<file path="src/rtl/tdr_pulse_timer_if.sv">
// Handshake/bus bundle between the TDR pulse timer, the line model and the result consumer.
interface tdr_pulse_timer_if #(
  parameter int CNT_W = 16
);
  logic             start;
  logic             rx_signal;
  logic             tx_pulse;
  logic             busy;
  logic             result_valid;
  logic             result_ready;
  logic [CNT_W-1:0] tof;
  logic             timeout;

  modport master (
    output start, rx_signal, result_ready,
    input  tx_pulse, busy, result_valid, tof, timeout
  );

  modport slave (
    input  start, rx_signal, result_ready,
    output tx_pulse, busy, result_valid, tof, timeout
  );
endinterface

</file>
<file path="src/rtl/tdr_pulse_timer.sv">
// TDR launch + time-of-flight counter: fires a pulse, counts cycles to the first
// qualified rising edge of the return (or timeout), then offers the result on valid/ready.
module tdr_pulse_timer #(
  parameter int CNT_W       = 16,
  parameter int PULSE_WIDTH = 4,
  parameter int BLANK       = 0,
  parameter int MAX_COUNT   = 1023
) (
  input  logic              clk,
  input  logic              rst,
  tdr_pulse_timer_if.slave  bus
);

  typedef enum logic [1:0] {S_IDLE, S_FIRE, S_LISTEN, S_RESULT} state_t;

  localparam logic [CNT_W-1:0] MAX_C   = CNT_W'(MAX_COUNT);
  localparam logic [CNT_W-1:0] PW_LAST = CNT_W'(PULSE_WIDTH - 1);

  state_t           r_state, w_state_n;
  logic [CNT_W-1:0] r_count, w_count_n;
  logic [CNT_W-1:0] r_tof, w_tof_n;
  logic             r_rx_prev, r_tx, w_tx_n, r_timeout, w_timeout_n;
  logic             w_edge, w_blank_ok;

  assign w_edge = bus.rx_signal & ~r_rx_prev;

  // A zero blanking window would make the compare constant, so drop it entirely.
  if (BLANK == 0) begin : g_noblank
    assign w_blank_ok = 1'b1;
  end else begin : g_blank
    assign w_blank_ok = (r_count >= CNT_W'(BLANK));
  end

  always_ff @(posedge clk or posedge rst) begin
    if (rst) begin
      r_state   <= S_IDLE;
      r_count   <= '0;
      r_rx_prev <= 1'b0;
      r_tx      <= 1'b0;
      r_tof     <= '0;
      r_timeout <= 1'b0;
    end else begin
      r_state   <= w_state_n;
      r_count   <= w_count_n;
      r_rx_prev <= bus.rx_signal;
      r_tx      <= w_tx_n;
      r_tof     <= w_tof_n;
      r_timeout <= w_timeout_n;
    end
  end

  always_comb begin
    w_state_n   = r_state;
    w_count_n   = r_count;
    w_tx_n      = r_tx;
    w_tof_n     = r_tof;
    w_timeout_n = r_timeout;
    case (r_state)
      S_IDLE: begin
        if (bus.start) begin
          w_state_n = S_FIRE;
          w_count_n = '0;
          w_tx_n    = 1'b1;
        end
      end
      S_FIRE, S_LISTEN: begin
        // Detection wins over timeout; either one ends the launch pulse early.
        if (w_edge && w_blank_ok) begin
          w_state_n   = S_RESULT;
          w_tof_n     = r_count;
          w_timeout_n = 1'b0;
          w_tx_n      = 1'b0;
        end else if (r_count == MAX_C) begin
          w_state_n   = S_RESULT;
          w_tof_n     = MAX_C;
          w_timeout_n = 1'b1;
          w_tx_n      = 1'b0;
        end else begin
          w_count_n = r_count + 1'b1;
          if (r_state == S_FIRE && r_count == PW_LAST) begin
            w_state_n = S_LISTEN;
            w_tx_n    = 1'b0;
          end
        end
      end
      S_RESULT: begin
        if (bus.result_ready) w_state_n = S_IDLE;
      end
      default: w_state_n = S_IDLE;
    endcase
  end

  assign bus.tx_pulse     = r_tx;
  assign bus.busy         = (r_state != S_IDLE);
  assign bus.result_valid = (r_state == S_RESULT);
  assign bus.tof          = r_tof;
  assign bus.timeout      = r_timeout;

endmodule

</file>
<file path="src/flat_wrapper.sv">
// flat-port wrapper written by rule: the top's interface ports become plain ports
module tdr_pulse_timer_flat 
#(
  parameter int CNT_W       = 16,
  parameter int PULSE_WIDTH = 4,
  parameter int BLANK       = 0,
  parameter int MAX_COUNT   = 1023
)
  (clk, rst, bus_start, bus_rx_signal, bus_result_ready, bus_tx_pulse, bus_busy, bus_result_valid, bus_tof, bus_timeout);
  tdr_pulse_timer_if #(.CNT_W(CNT_W)) bus_i ();
  input  logic clk;
  input  logic rst;
  input wire logic [$bits(bus_i.start)-1:0] bus_start;
  input wire logic [$bits(bus_i.rx_signal)-1:0] bus_rx_signal;
  input wire logic [$bits(bus_i.result_ready)-1:0] bus_result_ready;
  output wire logic [$bits(bus_i.tx_pulse)-1:0] bus_tx_pulse;
  output wire logic [$bits(bus_i.busy)-1:0] bus_busy;
  output wire logic [$bits(bus_i.result_valid)-1:0] bus_result_valid;
  output wire logic [$bits(bus_i.tof)-1:0] bus_tof;
  output wire logic [$bits(bus_i.timeout)-1:0] bus_timeout;
  assign bus_i.start = bus_start;
  assign bus_i.rx_signal = bus_rx_signal;
  assign bus_i.result_ready = bus_result_ready;
  assign bus_tx_pulse = bus_i.tx_pulse;
  assign bus_busy = bus_i.busy;
  assign bus_result_valid = bus_i.result_valid;
  assign bus_tof = bus_i.tof;
  assign bus_timeout = bus_i.timeout;
  tdr_pulse_timer #(.CNT_W(CNT_W), .PULSE_WIDTH(PULSE_WIDTH), .BLANK(BLANK), .MAX_COUNT(MAX_COUNT)) u_core (.clk(clk), .rst(rst), .bus(bus_i));
endmodule
</file>
<file path="config.mk">
export PLATFORM = sky130hd
export DESIGN_NAME = tdr_pulse_timer_flat
export DESIGN_NICKNAME = d
export VERILOG_FILES = /design/src/rtl/tdr_pulse_timer_if.sv /design/src/rtl/tdr_pulse_timer.sv /design/src/flat_wrapper.sv
export SDC_FILE = /design/constraint.sdc
export NUM_CORES = 1
export LEC_CHECK = 0
export CAP_MARGIN = 20
export CORE_ASPECT_RATIO = 0.7
export CORE_MARGIN = 2
export CORE_UTILIZATION = 45
export CTS_CLUSTER_DIAMETER = 50
export CTS_CLUSTER_SIZE = 28
export DETAILED_ROUTE_END_ITERATION = 7
export PLACE_DENSITY = 0.66
export SKIP_CTS_REPAIR_TIMING = 1
export SYNTH_ARGS = -nofsm -noshare
export SYNTH_HDL_FRONTEND = slang
export SYNTH_SLANG_ARGS = --single-unit
</file>
<file path="constraint.sdc">
create_clock -name clk -period 3.7 [get_ports clk]
set_clock_uncertainty 0.1 [all_clocks]
set_input_delay 1.11 -clock clk [delete_from_list [all_inputs] [get_ports clk]]
set_output_delay 1.11 -clock clk [all_outputs]
set_load 0.1 [all_outputs]
</file>
Yosys cells after proc, flatten, opt, wreduce, memory -nomap -nowiden --
Cells that the tools add are included.
Word-level totals: register bits after elaboration 37, latch bits 0, bits in writable memories 0, bits in read-only memories 0, input port bits 5, logic and storage cells 48, memories 0
Operators by class: add/subtract/negate cells 1, multipliers 0, divide/modulo/power cells 0, order comparisons 0, equality and inequality tests 10, shifts and indexed selects 0, muxes and demuxes 19, bitwise logic cells 2, reduce and logical (&&, ||, !) cells 10
Operators with widths (count):
- 2-to-1 mux 16 bit | 5
- case mux 16 bit (2 select lines) | 1
- adder 16 x 1 -> 16 bit (second input constant) | 1
- equality test 16 x 10 -> 1 bit (second input constant) | 1
- equality test 16 x 2 -> 1 bit (second input constant) | 1
- 2-to-1 mux 2 bit | 5
- != test 2 bit (second input constant) | 4
- 2-to-1 mux 1 bit | 6
- case mux 2 bit (3 select lines) | 1
- AND reduction 3 bit | 2
- nonzero test 2 bit | 3
- equality test 2 bit (second input constant) | 2
- != test 4 x 1 -> 1 bit (second input constant) | 1
- AND reduction 4 bit | 1
- equality test 2 x 1 -> 1 bit (second input constant) | 1
- logical NOT 2 bit | 1
- case mux 1 bit (2 select lines) | 1
- AND reduction 2 bit | 1
- OR reduction 2 bit | 1
- bitwise AND 1 bit | 1
- logical AND 1 bit | 1
- NOT 1 bit | 1

Logic depth before layout (Yosys ltp) --
Gate-level depths: netlist of run 1.
depth in word-level cells 6, depth in mapped cells 8

Least setup slack after synthesis of run 1 --
Ideal clock, no wire load.
path type register -> output, start point reg u_core.r_state[0], end point out bus_busy, arrival time 1.241 ns, data required time 2.490 ns, slack 1.249 ns, stages on the path, launching flop included 4, buffers on the path 0, path through dfrtp_1 -> inv_1 -> ha_1 -> inv_1
Between the ends: cells in the longest elaborated chain, start to end 1
Ends and longest elaborated chain:
- from (decl) | RTL line tdr_pulse_timer.sv:19 | state_t r_state, w_state_n;
- from (signal assigned) | RTL line tdr_pulse_timer.sv:43 | r_state <= w_state_n;
- nonzero test 2 bit | RTL line tdr_pulse_timer.sv:94 | assign bus.busy = (r_state != S_IDLE);
- to (decl) | RTL line flat_wrapper.sv:17 | output wire logic [$bits(bus_i.busy)-1:0] bus_busy;
Every way passes these cells.

Final worst setup path of run 1 --
start point in bus_rx_signal, end point reg u_core.r_count[9]
Between the ends: cells in the longest elaborated chain, start to end 3
Ends and longest elaborated chain:
- from (decl) | RTL line flat_wrapper.sv:14 | input wire logic [$bits(bus_i.rx_signal)-1:0] bus_rx_signal;
- bitwise AND 1 bit | RTL line tdr_pulse_timer.sv:25 | assign w_edge = bus.rx_signal & ~r_rx_prev;
- != test 2 bit (no source line)
- AND reduction 4 bit (no source line)
- to (signal assigned) | RTL line tdr_pulse_timer.sv:44 | r_count <= w_count_n;
- to (decl) | RTL line tdr_pulse_timer.sv:20 | logic [CNT_W-1:0] r_count, w_count_n;
Every way passes these cells. A chain may end at the register's enable or synchronous reset.

==> results of run 1 <==
==> Yosys cell counts (2+ instances only) <==
| cell | number |
|---|---|
| sky130_fd_sc_hd__inv_1 | 8 |
| sky130_fd_sc_hd__clkbuf_1 | 5 |
| sky130_fd_sc_hd__or3_1 | 2 |
| sky130_fd_sc_hd__a22o_1 | 6 |
| sky130_fd_sc_hd__and3_1 | 2 |
| sky130_fd_sc_hd__o41ai_1 | 4 |
| sky130_fd_sc_hd__o211ai_1 | 3 |
| sky130_fd_sc_hd__or4_1 | 3 |
| sky130_fd_sc_hd__o21ai_1 | 3 |
| sky130_fd_sc_hd__nand2_1 | 19 |
| sky130_fd_sc_hd__o31ai_1 | 2 |
| sky130_fd_sc_hd__dfrtp_1 | 37 |
| sky130_fd_sc_hd__ha_1 | 6 |
| sky130_fd_sc_hd__a21oi_1 | 5 |
| sky130_fd_sc_hd__nor2_1 | 14 |
| sky130_fd_sc_hd__nand3_1 | 7 |
| sky130_fd_sc_hd__o21ai_0 | 15 |
| sky130_fd_sc_hd__o311ai_0 | 2 |
| sky130_fd_sc_hd__nor4b_1 | 2 |
| sky130_fd_sc_hd__o22a_1 | 6 |
| sky130_fd_sc_hd__a31oi_1 | 7 |
| sky130_fd_sc_hd__nor2b_1 | 2 |
| sky130_fd_sc_hd__nand4_1 | 7 |
==> metal layers <==
metal / track usage / up-vias / wire (µm)
met5: 0 / - / 0
met4: 0.0872 / 0 / 97
met3: 0.0607 / 13 / 429
met2: 0.313 / 93 / 2000
met1: 0.346 / 774 / 2040
li1: - / 761 / -
==> metrics by stage <==
stage	setup WS, ps	instances
6_report	910	265
2_1_floorplan	1250	186
3_5_place_dp	620	257
3_3_place_gp	723	257
4_1_cts	922	265
5_1_grt	764	265
==> worst max-delay path: stages <==
cell	delay [ps]
sky130_fd_sc_hd__clkdlybuf4s50_1	440
sky130_fd_sc_hd__nor2b_1	210
sky130_fd_sc_hd__nor2_1	310
sky130_fd_sc_hd__nand2_1	250
sky130_fd_sc_hd__or4_1	510
sky130_fd_sc_hd__nand3_1	90
==> state kept, by name (all words and copies together), names as in the netlist <==
signal and flops:
u_core.bus.timeout 1, u_core.bus.tof 16, u_core.bus.tx_pulse 1, u_core.r_count 16, u_core.r_rx_prev 1, u_core.r_state 2
==> layout by cell type, fill, tap and decap left out, drive strengths merged, types with 3 or more instances in the layout <==
| cell type | n |
|---|---|
| a21oi | 6 |
| a22o | 6 |
| a31oi | 7 |
| buf | 21 |
| clkbuf | 7 |
| clkdlybuf4s50 | 4 |
| dfrtp | 37 |
| ha | 6 |
| inv | 8 |
| nand2 | 19 |
| nand3 | 7 |
| nand4 | 8 |
| nor2 | 14 |
| o211ai | 3 |
| o21ai | 18 |
| o22a | 6 |
| o311ai | 3 |
| o41ai | 4 |
| or4 | 3 |
==> worst max-delay path by stage <==
stage                                    to  slack [ps]
after floorplan                    bus_busy        1250
after global placement    u_core.r_count[9]         720
after detailed placement  u_core.r_count[9]         620
after CTS                 u_core.r_count[7]         920
after global routing      u_core.r_count[9]         760
final                     u_core.r_count[9]         910
==> power by group through the flow <==
stage                     registers, mW  logic (mW)  clock network (mW)
after floorplan                    1.01       0.494                   0
after CTS                         0.565        1.20               0.370
after global placement            0.563        1.18                   0
final                             0.564        1.19               0.366
after detailed placement          0.574        1.19                   0
after global routing              0.578        1.28               0.392
==> cell families (layout without fill, tap and decap cells) <==
| kind of cell | after synthesis | after routing |
|---|---|---|
| mux | 2 | 2 |
| compound gates | 58 | 58 |
| fa+ha+maj | 6 | 6 |
| flops | 37 | 37 |
| simple gates | 68 | 68 |
| buf+inv | 15 | 42 |
==> area by class of cell <==
cell class / count / area (µm²)
Clock inverter: 1 / 30.0
Sequential cell: 37 / 926
Timing Repair Buffer: 25 / 198
Inverter: 9 / 33.8
Tap cell: 52 / 65.1
Multi-Input combinational cell: 134 / 876
Clock buffer: 7 / 86.3
Fill cell: 360 / 1730
==> metrics.txt, run 1 <==
# TYPE chip_impl_metric gauge
chip_impl_metric{name="antenna_found_initial",unit=""} 0
chip_impl_metric{name="timing.critical_path.arrival",unit="ps"} 2920
chip_impl_metric{name="worstRegToRegCells",unit=""} 5
chip_impl_info{name="startpoint_of_the_most_critical_hold_path",value="u_core.bus.tof[8]"} 1
chip_impl_metric{name="timing.critical_path.required",unit="ps"} 3830
chip_impl_metric{name="yosys-mux-area-fraction",unit=""} 0.0114
chip_impl_metric{name="nets",unit=""} 223
chip_impl_metric{name="antenna_cells_inserted",unit=""} 0
chip_impl_metric{name="synth_seq_area_share",unit=""} 0.498
chip_impl_metric{name="ctsHtreeMaxLevel",unit=""} 2
chip_impl_metric{name="comb_power_share",unit=""} 0.562
chip_impl_metric{name="layout_worst_path_cycle_share",unit=""} 0.754
chip_impl_metric{name="max-slew-margin-rel",unit=""} 0.548
chip_impl_metric{name="crit_fanout",unit=""} 8
chip_impl_metric{name="timing_max_transition_violations_final",unit=""} 0
chip_impl_info{name="worstSetupStartpoint",value="bus_rx_signal"} 1
chip_impl_metric{name="area_growth_syn_to_layout",unit="%"} 19.1
chip_impl_metric{name="period_minus_slack",unit="ps"} 2790
chip_impl_info{name="regToRegStartpoint",value="u_core.r_state[0]"} 1
chip_impl_metric{name="mappedNetlistArea",unit="mm²"} 0.00186
chip_impl_info{name="worst_setup_path_start_kind",value="input pin"} 1
chip_impl_metric{name="power.ir.vdd_worst",unit="mV"} 0.705
chip_impl_metric{name="post_synth.cell_area_avg",unit="µm²"} 10.0
chip_impl_metric{name="cts.clk_slew.worst_paths",unit="ps"} 70
chip_impl_metric{name="pin_count_of_the_biggest_net_entering_global_routing",unit=""} 38
chip_impl_metric{name="clock_sinks",unit=""} 37
chip_impl_metric{name="final.setup.tns",unit="ps"} 0
chip_impl_metric{name="layout-drive-gt1-share",unit=""} 0.155
chip_impl_metric{name="drv_cap",unit=""} 0
chip_impl_metric{name="drt.antenna.violating_nets",unit=""} 0
chip_impl_metric{name="post-synth-top-area-fraction",unit=""} 0.498
chip_impl_info{name="synth_top_family_by_area",value="compound AO/OA/AOI/OAI gates"} 1
chip_impl_metric{name="max_clock_freq",unit="MHz"} 358
chip_impl_metric{name="synth_edf_count",unit=""} 0
chip_impl_metric{name="finalCoreUtilization",unit=""} 0.561
chip_impl_metric{name="design_area",unit="mm²"} 0.00221
chip_impl_metric{name="p_int",unit="µW"} 984
chip_impl_metric{name="share_clk_of_total_power",unit=""} 0.172
chip_impl_metric{name="mean_number_of_vias_per_cell",unit=""} 6.19
chip_impl_metric{name="synth.lib_cells_used.distinct",unit=""} 42
chip_impl_info{name="cts-root-buf",value="sky130_fd_sc_hd__clkbuf_8"} 1
chip_impl_metric{name="sum_of_routed_wire_length_over_all_layers",unit="mm"} 4.57
chip_impl_metric{name="p_sw",unit="mW"} 1.14
chip_impl_metric{name="power.density_cell_area",unit="mW/mm²"} 959
chip_impl_metric{name="final_hold_viol_count",unit=""} 0
chip_impl_metric{name="async_flop_share",unit=""} 1.00
chip_impl_metric{name="insertion_delay",unit="ps"} 290
chip_impl_metric{name="final-setup-viol-count",unit=""} 0
chip_impl_metric{name="initial_core_util",unit=""} 0.471
chip_impl_metric{name="detailed_place_hpwl",unit="mm"} 3.31
chip_impl_metric{name="detail_route.wl_per_cell",unit="µm"} 17.2
chip_impl_metric{name="synth-compound-area-share",unit=""} 0.214
chip_impl_info{name="r2r-end",value="u_core.bus.tof[3]"} 1
chip_impl_metric{name="report.power.total",unit="mW"} 2.12
chip_impl_metric{name="switching_share",unit=""} 0.536
chip_impl_metric{name="syn-instance-count",unit=""} 186
chip_impl_metric{name="grt_pass1_wl",unit="mm"} 8.00
chip_impl_metric{name="die_w",unit="µm"} 80.8
chip_impl_metric{name="grt_pass1_vias",unit=""} 1549
chip_impl_metric{name="synth_adder_area_share",unit=""} 0.0404
chip_impl_metric{name="whs_path_depth",unit=""} 2
chip_impl_metric{name="floorplan_core_area",unit="mm²"} 0.00395
chip_impl_info{name="clock_tree_from_tritoncts",value="yes"} 1
chip_impl_metric{name="grt_remaining_overflow",unit=""} 0
chip_impl_metric{name="slew_at_the_pin_closest_to_its_max_slew_limit",unit="ps"} 672
chip_impl_metric{name="drt_pre_antenna_iters",unit=""} 5
chip_impl_info{name="synthDominantAreaCellType",value="sky130_fd_sc_hd__dfrtp_1"} 1
chip_impl_metric{name="gr-usage-all-layers",unit=""} 0.228
chip_impl_info{name="synth_flop_cell",value="sky130_fd_sc_hd__dfrtp_1"} 1
chip_impl_metric{name="fp.dieArea",unit="mm²"} 0.00467
chip_impl_metric{name="worst_hold_slack",unit="ps"} 384
chip_impl_metric{name="static-leakage-power",unit="nW"} 0.994
chip_impl_metric{name="place.port_buffers",unit=""} 24
chip_impl_info{name="worst_hold_path.endpoint",value="u_core.bus.tof[8]"} 1
chip_impl_metric{name="post_synth_and_or_nand_nor_area_fraction",unit=""} 0.205
chip_impl_info{name="run_status",value="completed"} 1
chip_impl_metric{name="vertical_die_dimension",unit="µm"} 57.8
chip_impl_metric{name="design.portCount",unit=""} 25
chip_impl_metric{name="synth-seq-cells",unit=""} 37
chip_impl_metric{name="power.share.sequential",unit=""} 0.265
chip_impl_info{name="synth.area.top_cells",value="sky130_fd_sc_hd__dfrtp_1 50%, sky130_fd_sc_hd__ha_1 4.0%, sky130_fd_sc_hd__o21ai_0 4.0%"} 1
chip_impl_metric{name="ctsLongestPathBuffers",unit=""} 2
chip_impl_info{name="critPathCaptureType",value="register"} 1
chip_impl_metric{name="fraction_of_synthesized_cell_area_in_xor_and_xnor_cells",unit=""} 0
chip_impl_metric{name="synth.net_count",unit=""} 197
chip_impl_metric{name="place_congestion",unit=""} 0.958
chip_impl_metric{name="regToRegSetupSlack",unit="ps"} 1240
chip_impl_info{name="rsz0062_at_grt",value="false"} 1
chip_impl_info{name="min_path_type",value="register to register"} 1
chip_impl_metric{name="drt-initial-drc-count",unit=""} 191
chip_impl_metric{name="dr_total_vias",unit=""} 1641
chip_impl_info{name="worstSetupPathType",value="input pin to register"} 1
chip_impl_metric{name="post_dp_cell_area",unit="mm²"} 0.00210
chip_impl_metric{name="row_count",unit=""} 19
chip_impl_metric{name="route.detailed.drc",unit=""} 0
chip_impl_metric{name="numCtsBuffers",unit=""} 5
chip_impl_metric{name="synth-warning-count",unit=""} 0
No activity file was read; power rests on OpenSTA's default activity.
==> inputs of run 2 (changes only) <==
==> constraint.sdc (replaced) <==
create_clock -name clk -period 2.88 [get_ports clk]
set_clock_uncertainty 0.1 [all_clocks]
set_input_delay 0.864 -clock clk [delete_from_list [all_inputs] [get_ports clk]]
set_output_delay 0.864 -clock clk [all_outputs]
set_load 0.1 [all_outputs]
==> run 2 against run 1 <==
Compared with the run above:
- final area unchanged
- setup slack got worse by 560 ps
- combinational power rose by 34%
- wire length is 0.85% lower
- critical path depth stayed put
- worst hold slack improved by 6.1 ps
- first-iteration DRC count decreased by 10%
- largest power group unchanged
- via count fell by 2.1%
==> metrics.txt, run 2 (synthesized netlist as in run 1, its figures left out) <==
# TYPE chip_impl_metric gauge
chip_impl_metric{name="route.detailed.drc",unit=""} 0
chip_impl_metric{name="detail_route.wl_per_cell",unit="µm"} 17.0
chip_impl_metric{name="pin_count_of_the_biggest_net_entering_global_routing",unit=""} 38
chip_impl_metric{name="finalCoreUtilization",unit=""} 0.561
chip_impl_metric{name="worst_hold_slack",unit="ps"} 390
chip_impl_metric{name="grt_pass1_vias",unit=""} 1587
chip_impl_metric{name="initial_core_util",unit=""} 0.471
chip_impl_metric{name="antenna_cells_inserted",unit=""} 0
chip_impl_metric{name="ctsLongestPathBuffers",unit=""} 2
chip_impl_metric{name="insertion_delay",unit="ps"} 290
chip_impl_metric{name="crit_path_max_incr_delay",unit="ps"} 450
chip_impl_info{name="critical_path.cell_chain",value="clkdlybuf4s50_1 -> nand2b_1 -> and3_1 -> o31ai_1 -> or4_1 -> nand3_1"} 1
chip_impl_info{name="layout_common_cells",value="37 x sky130_fd_sc_hd__dfrtp_1, 23 x sky130_fd_sc_hd__buf_4, 19 x sky130_fd_sc_hd__nand2_1"} 1
chip_impl_metric{name="mean_number_of_vias_per_cell",unit=""} 6.01
chip_impl_metric{name="power.share.sequential",unit=""} 0.271
chip_impl_info{name="cts-root-buf",value="sky130_fd_sc_hd__clkbuf_8"} 1
chip_impl_metric{name="antenna_found_initial",unit=""} 0
chip_impl_info{name="worstSetupPathType",value="input pin to register"} 1
chip_impl_metric{name="sum_of_routed_wire_length_over_all_layers",unit="mm"} 4.53
chip_impl_metric{name="place.port_buffers",unit=""} 24
chip_impl_info{name="min_path_type",value="register to register"} 1
chip_impl_metric{name="dr_total_vias",unit=""} 1606
chip_impl_info{name="worst_setup_path_start_kind",value="input pin"} 1
chip_impl_metric{name="floorplan_core_area",unit="mm²"} 0.00395
chip_impl_metric{name="drt.antenna.violating_nets",unit=""} 0
chip_impl_metric{name="vertical_die_dimension",unit="µm"} 57.8
chip_impl_metric{name="drt_pre_antenna_iters",unit=""} 4
chip_impl_info{name="final_common_cell",value="sky130_fd_sc_hd__dfrtp_1"} 1
chip_impl_metric{name="cts.clk_slew.worst_paths",unit="ps"} 70
chip_impl_metric{name="p_int",unit="mW"} 1.20
chip_impl_info{name="run_status",value="completed"} 1
chip_impl_metric{name="die_w",unit="µm"} 80.8
chip_impl_info{name="critPathCaptureType",value="register"} 1
chip_impl_metric{name="p_sw",unit="mW"} 1.47
chip_impl_metric{name="drv_cap",unit=""} 0
chip_impl_metric{name="fp.dieArea",unit="mm²"} 0.00467
chip_impl_metric{name="design_area",unit="mm²"} 0.00221
chip_impl_metric{name="timing.critical_path.required",unit="ps"} 3000
chip_impl_metric{name="grt_remaining_overflow",unit=""} 0
chip_impl_metric{name="power.density_cell_area",unit="mW/mm²"} 1210
chip_impl_metric{name="grt_pass1_wl",unit="mm"} 7.73
chip_impl_metric{name="crit_fanout",unit=""} 8
chip_impl_metric{name="report.power.total",unit="mW"} 2.67
chip_impl_info{name="crit_slowest_cell",value="sky130_fd_sc_hd__clkdlybuf4s50_1"} 1
chip_impl_metric{name="clock_sinks",unit=""} 37
chip_impl_metric{name="ctsHtreeMaxLevel",unit=""} 2
chip_impl_metric{name="drt-initial-drc-count",unit=""} 171
chip_impl_metric{name="period_minus_slack",unit="ps"} 2530
chip_impl_metric{name="layout_worst_path_cycle_share",unit=""} 0.879
chip_impl_metric{name="comb_power_share",unit=""} 0.600
chip_impl_info{name="rsz0062_at_grt",value="false"} 1
chip_impl_metric{name="area_growth_syn_to_layout",unit="%"} 19.1
chip_impl_metric{name="slew_at_the_pin_closest_to_its_max_slew_limit",unit="ps"} 720
chip_impl_metric{name="final.setup.tns",unit="ps"} 0
chip_impl_metric{name="nets",unit=""} 226
chip_impl_metric{name="detailed_place_hpwl",unit="mm"} 3.25
chip_impl_metric{name="max_clock_freq",unit="MHz"} 395
chip_impl_info{name="clock_tree_from_tritoncts",value="yes"} 1
chip_impl_metric{name="design.portCount",unit=""} 25
chip_impl_metric{name="power.ir.vdd_worst",unit="mV"} 0.974
chip_impl_metric{name="row_count",unit=""} 19
chip_impl_metric{name="layout-drive-gt1-share",unit=""} 0.163
chip_impl_metric{name="switching_share",unit=""} 0.551
chip_impl_metric{name="timing.critical_path.arrival",unit="ps"} 2660
chip_impl_metric{name="place_congestion",unit=""} 0.883
chip_impl_metric{name="share_clk_of_total_power",unit=""} 0.129
chip_impl_metric{name="static-leakage-power",unit="nW"} 0.997
chip_impl_metric{name="timing_max_transition_violations_final",unit=""} 0
chip_impl_metric{name="post_dp_cell_area",unit="mm²"} 0.00213
chip_impl_metric{name="gr-usage-all-layers",unit=""} 0.220
chip_impl_metric{name="final_hold_viol_count",unit=""} 0
chip_impl_metric{name="max-slew-margin-rel",unit=""} 0.517
chip_impl_metric{name="numCtsBuffers",unit=""} 5
chip_impl_metric{name="final-setup-viol-count",unit=""} 0
[run 2: power by group through the flow]
stage                     registers [mW]  logic (mW)  clock network [mW]
after floorplan                     1.29       0.635                   0
after global placement             0.724        1.58                   0
after detailed placement           0.732        1.60                   0
after CTS                          0.723        1.60               0.352
after global routing               0.737        1.71               0.373
final                              0.723        1.60               0.344
[run 2: layout make-up]
type	count	area, µm²
fillers	353	1730
flip-flops and latches	37	926
well taps	52	65.1
inverters	9	33.8
clock buffers	6	72.6
multi-input cells	134	876
repair buffers	28	233
clock inverters	1	8.76
[run 2: metal layers]
metal  share of wire  vias up  wire, µm  GRT usage
met1            0.48      774      2160      0.337
met4          0.0097        0        44     0.0896
li1                -      761         -          -
met2            0.44       66      1970      0.298
met5               0        -         0          0
met3           0.078        5       355     0.0530
[run 2: worst max-delay path: cells and delay by family]
family / cells / cell delay, ps
simple gates: 4 / 1150
buf+inv: 1 / 450
compound gates: 1 / 190
[run 2: metrics by stage]
step | std cells | worst slack (ps)
5_1_grt | 267 | 237
2_1_floorplan | 186 | 675
4_1_cts | 267 | 378
6_report | 267 | 348
3_5_place_dp | 260 | 84.9
3_3_place_gp | 260 | 169
[run 2: path summary, 6_finish.rpt]
path	from	endpoint	slack (ps)	depth (start not counted)
max	bus_rx_signal	u_core.r_count[6]	350	6
min	u_core.bus.tof[8]	u_core.bus.tof[8]	390	2
max reg2reg	u_core.r_count[0]	u_core.bus.tof[7]	660	6
min reg2reg	u_core.bus.tof[8]	u_core.bus.tof[8]	390	2
max in group asynchronous	rst	u_core.r_count[12]	1470	3
min in group asynchronous	rst	u_core.bus.tof[7]	890	3
==> inputs of run 3 (changes only) <==
--- a/config.mk
+++ b/config.mk
@@ -9,7 +9,6 @@
 export CORE_ASPECT_RATIO = 0.7
 export CORE_MARGIN = 2
 export CORE_UTILIZATION = 45
-export CTS_CLUSTER_DIAMETER = 50
 export CTS_CLUSTER_SIZE = 28
 export DETAILED_ROUTE_END_ITERATION = 7
 export PLACE_DENSITY = 0.66
==> constraint.sdc (replaced) <==
create_clock -name clk -period 3 [get_ports clk]
set_clock_uncertainty 0.1 [all_clocks]
set_input_delay 0.9 -clock clk [delete_from_list [all_inputs] [get_ports clk]]
set_output_delay 0.9 -clock clk [all_outputs]
set_load 0.1 [all_outputs]
==> run 3 against run 2 <==
Compared with the run above:
- clock-buffer cell count did not move
- critical path depth did not move
- die area did not move
- global-route usage fell by 0.21 points
- power fell by 4.8%
- via count rose by 3.8%
- highest routed layer unchanged
==> metrics.txt, run 3 (synthesized netlist as in run 1, its figures left out) <==
# TYPE chip_impl_metric gauge
chip_impl_metric{name="grt_pass1_vias",unit=""} 1503
chip_impl_metric{name="fp.dieArea",unit="mm²"} 0.00467
chip_impl_info{name="min_path_type",value="register to register"} 1
chip_impl_metric{name="slew_at_the_pin_closest_to_its_max_slew_limit",unit="ps"} 650
chip_impl_metric{name="layout-drive-gt1-share",unit=""} 0.163
chip_impl_info{name="worst_setup_path_start_kind",value="input pin"} 1
chip_impl_metric{name="cts.clk_slew.worst_paths",unit="ps"} 70
chip_impl_metric{name="vertical_die_dimension",unit="µm"} 57.8
chip_impl_metric{name="antenna_cells_inserted",unit=""} 0
chip_impl_metric{name="area_growth_syn_to_layout",unit="%"} 18.1
chip_impl_metric{name="worstRegToRegCells",unit=""} 5
chip_impl_metric{name="gr-usage-all-layers",unit=""} 0.218
chip_impl_metric{name="power.ir.vdd_worst",unit="mV"} 1.06
chip_impl_metric{name="nets",unit=""} 225
chip_impl_metric{name="grt_pass1_wl",unit="mm"} 7.55
chip_impl_metric{name="timing.critical_path.arrival",unit="ps"} 2700
chip_impl_metric{name="drt_pre_antenna_iters",unit=""} 4
chip_impl_metric{name="route.detailed.drc",unit=""} 0
chip_impl_metric{name="detail_route.wl_per_cell",unit="µm"} 17.5
chip_impl_info{name="worstSetupPathType",value="input pin to register"} 1
chip_impl_metric{name="drv_cap",unit=""} 0
chip_impl_info{name="worst_hold_path.endpoint",value="u_core.bus.tof[8]"} 1
chip_impl_metric{name="detailed_place_hpwl",unit="mm"} 3.29
chip_impl_metric{name="insertion_delay",unit="ps"} 290
chip_impl_metric{name="clock_sinks",unit=""} 37
chip_impl_metric{name="max-slew-margin-rel",unit=""} 0.564
chip_impl_metric{name="worst_hold_slack",unit="ps"} 394
chip_impl_metric{name="antenna_found_initial",unit=""} 0
chip_impl_metric{name="layout_worst_path_cycle_share",unit=""} 0.882
chip_impl_metric{name="drt.antenna.violating_nets",unit=""} 0
chip_impl_metric{name="row_count",unit=""} 19
chip_impl_metric{name="final_hold_viol_count",unit=""} 0
chip_impl_info{name="r2r-end",value="u_core.r_count[6]"} 1
chip_impl_info{name="final_common_cell",value="sky130_fd_sc_hd__dfrtp_1"} 1
chip_impl_metric{name="place.port_buffers",unit=""} 24
chip_impl_info{name="layout_common_cells",value="37 x sky130_fd_sc_hd__dfrtp_1, 23 x sky130_fd_sc_hd__buf_4, 19 x sky130_fd_sc_hd__nand2_1"} 1
chip_impl_metric{name="placed_instances",unit=""} 259
chip_impl_metric{name="sum_of_routed_wire_length_over_all_layers",unit="mm"} 4.67
chip_impl_metric{name="power.density_cell_area",unit="mW/mm²"} 1160
chip_impl_info{name="cts-root-buf",value="sky130_fd_sc_hd__clkbuf_8"} 1
chip_impl_info{name="clock_tree_from_tritoncts",value="yes"} 1
chip_impl_metric{name="die_w",unit="µm"} 80.8
chip_impl_metric{name="pin_count_of_the_biggest_net_entering_global_routing",unit=""} 38
chip_impl_metric{name="regToRegSetupSlack",unit="ps"} 760
chip_impl_metric{name="numCtsBuffers",unit=""} 5
chip_impl_metric{name="dr_total_vias",unit=""} 1667
chip_impl_metric{name="final-instance-count-excl-fill",unit=""} 267
chip_impl_metric{name="drt-initial-drc-count",unit=""} 128
chip_impl_metric{name="design.portCount",unit=""} 25
chip_impl_metric{name="timing_max_transition_violations_final",unit=""} 0
chip_impl_metric{name="final-setup-viol-count",unit=""} 0
chip_impl_metric{name="design_area",unit="mm²"} 0.00220
chip_impl_info{name="run_status",value="completed"} 1
chip_impl_metric{name="whs_path_depth",unit=""} 2
chip_impl_info{name="regToRegStartpoint",value="u_core.r_count[11]"} 1
chip_impl_metric{name="floorplan_core_area",unit="mm²"} 0.00395
chip_impl_info{name="critPathCaptureType",value="register"} 1
chip_impl_metric{name="grt_remaining_overflow",unit=""} 0
chip_impl_metric{name="period_minus_slack",unit="ps"} 2650
chip_impl_info{name="rsz0062_at_grt",value="false"} 1
chip_impl_metric{name="report.power.total",unit="mW"} 2.54
chip_impl_metric{name="post_dp_cell_area",unit="mm²"} 0.00211
chip_impl_metric{name="static-leakage-power",unit="nW"} 0.990
chip_impl_metric{name="initial_core_util",unit=""} 0.471
chip_impl_metric{name="crit_fanout",unit=""} 8
chip_impl_metric{name="max_clock_freq",unit="MHz"} 378
chip_impl_metric{name="place_congestion",unit=""} 0.970
chip_impl_metric{name="final.setup.tns",unit="ps"} 0
chip_impl_metric{name="ctsLongestPathBuffers",unit=""} 2
chip_impl_metric{name="timing.critical_path.required",unit="ps"} 3060
chip_impl_metric{name="mean_number_of_vias_per_cell",unit=""} 6.24
chip_impl_metric{name="ctsHtreeMaxLevel",unit=""} 2
chip_impl_info{name="startpoint_of_the_most_critical_hold_path",value="u_core.bus.tof[8]"} 1
## run 3: changes by cell type in the layout (fill, tap and decap cells not counted), sizes merged
cell / before / now
buf: 24 / 23
clkinv: 2 / 3
## run 3: cell type report
| cell class | count | area [µm²] |
|---|---|---|
| flip-flops and latches | 37 | 926 |
| multi-input cells | 134 | 876 |
| inverters | 9 | 33.8 |
| repair buffers | 27 | 213 |
| fillers | 368 | 1750 |
| clock buffers | 6 | 72.6 |
| clock inverters | 2 | 10.0 |
| well taps | 52 | 65.1 |
## run 3: per-stage QoR
stage	util	worst slack [ps]
5_1_grt	0.556	226
3_3_place_gp	0.536	221
2_1_floorplan	-	759
3_5_place_dp	0.536	128
6_report	0.556	353
4_1_cts	0.556	437
## run 3: where the power goes
group	switching, mW	internal (mW)
Clock	0.176	0.161
Combinational	1.15	0.356
Sequential	0.0874	0.609
## run 3: worst max-delay path by stage
stage | start | to | slack (ps)
floorplan | u_core.r_state[0] | bus_busy | 760
global placement | bus_rx_signal | u_core.r_count[9] | 220
detailed placement | bus_rx_signal | u_core.r_count[5] | 130
CTS | bus_rx_signal | u_core.r_count[5] | 440
global route | bus_rx_signal | u_core.r_count[7] | 230
finish | bus_rx_signal | u_core.r_count[5] | 350
## run 3: critical path, stage by stage
cell	delay, ps
sky130_fd_sc_hd__clkdlybuf4s50_1	460
sky130_fd_sc_hd__nor2b_1	210
sky130_fd_sc_hd__nor2_1	290
sky130_fd_sc_hd__nand2_1	250
sky130_fd_sc_hd__o311ai_0	440
sky130_fd_sc_hd__o41ai_1	150
## run 3: metal layers
metal,global-route usage,vias to the layer above,share of wire
li1,-,761,-
met1,0.309,794,0.46
met2,0.316,95,0.43
met3,0.0592,17,0.081
met4,0.0920,0,0.027
met5,0,-,0
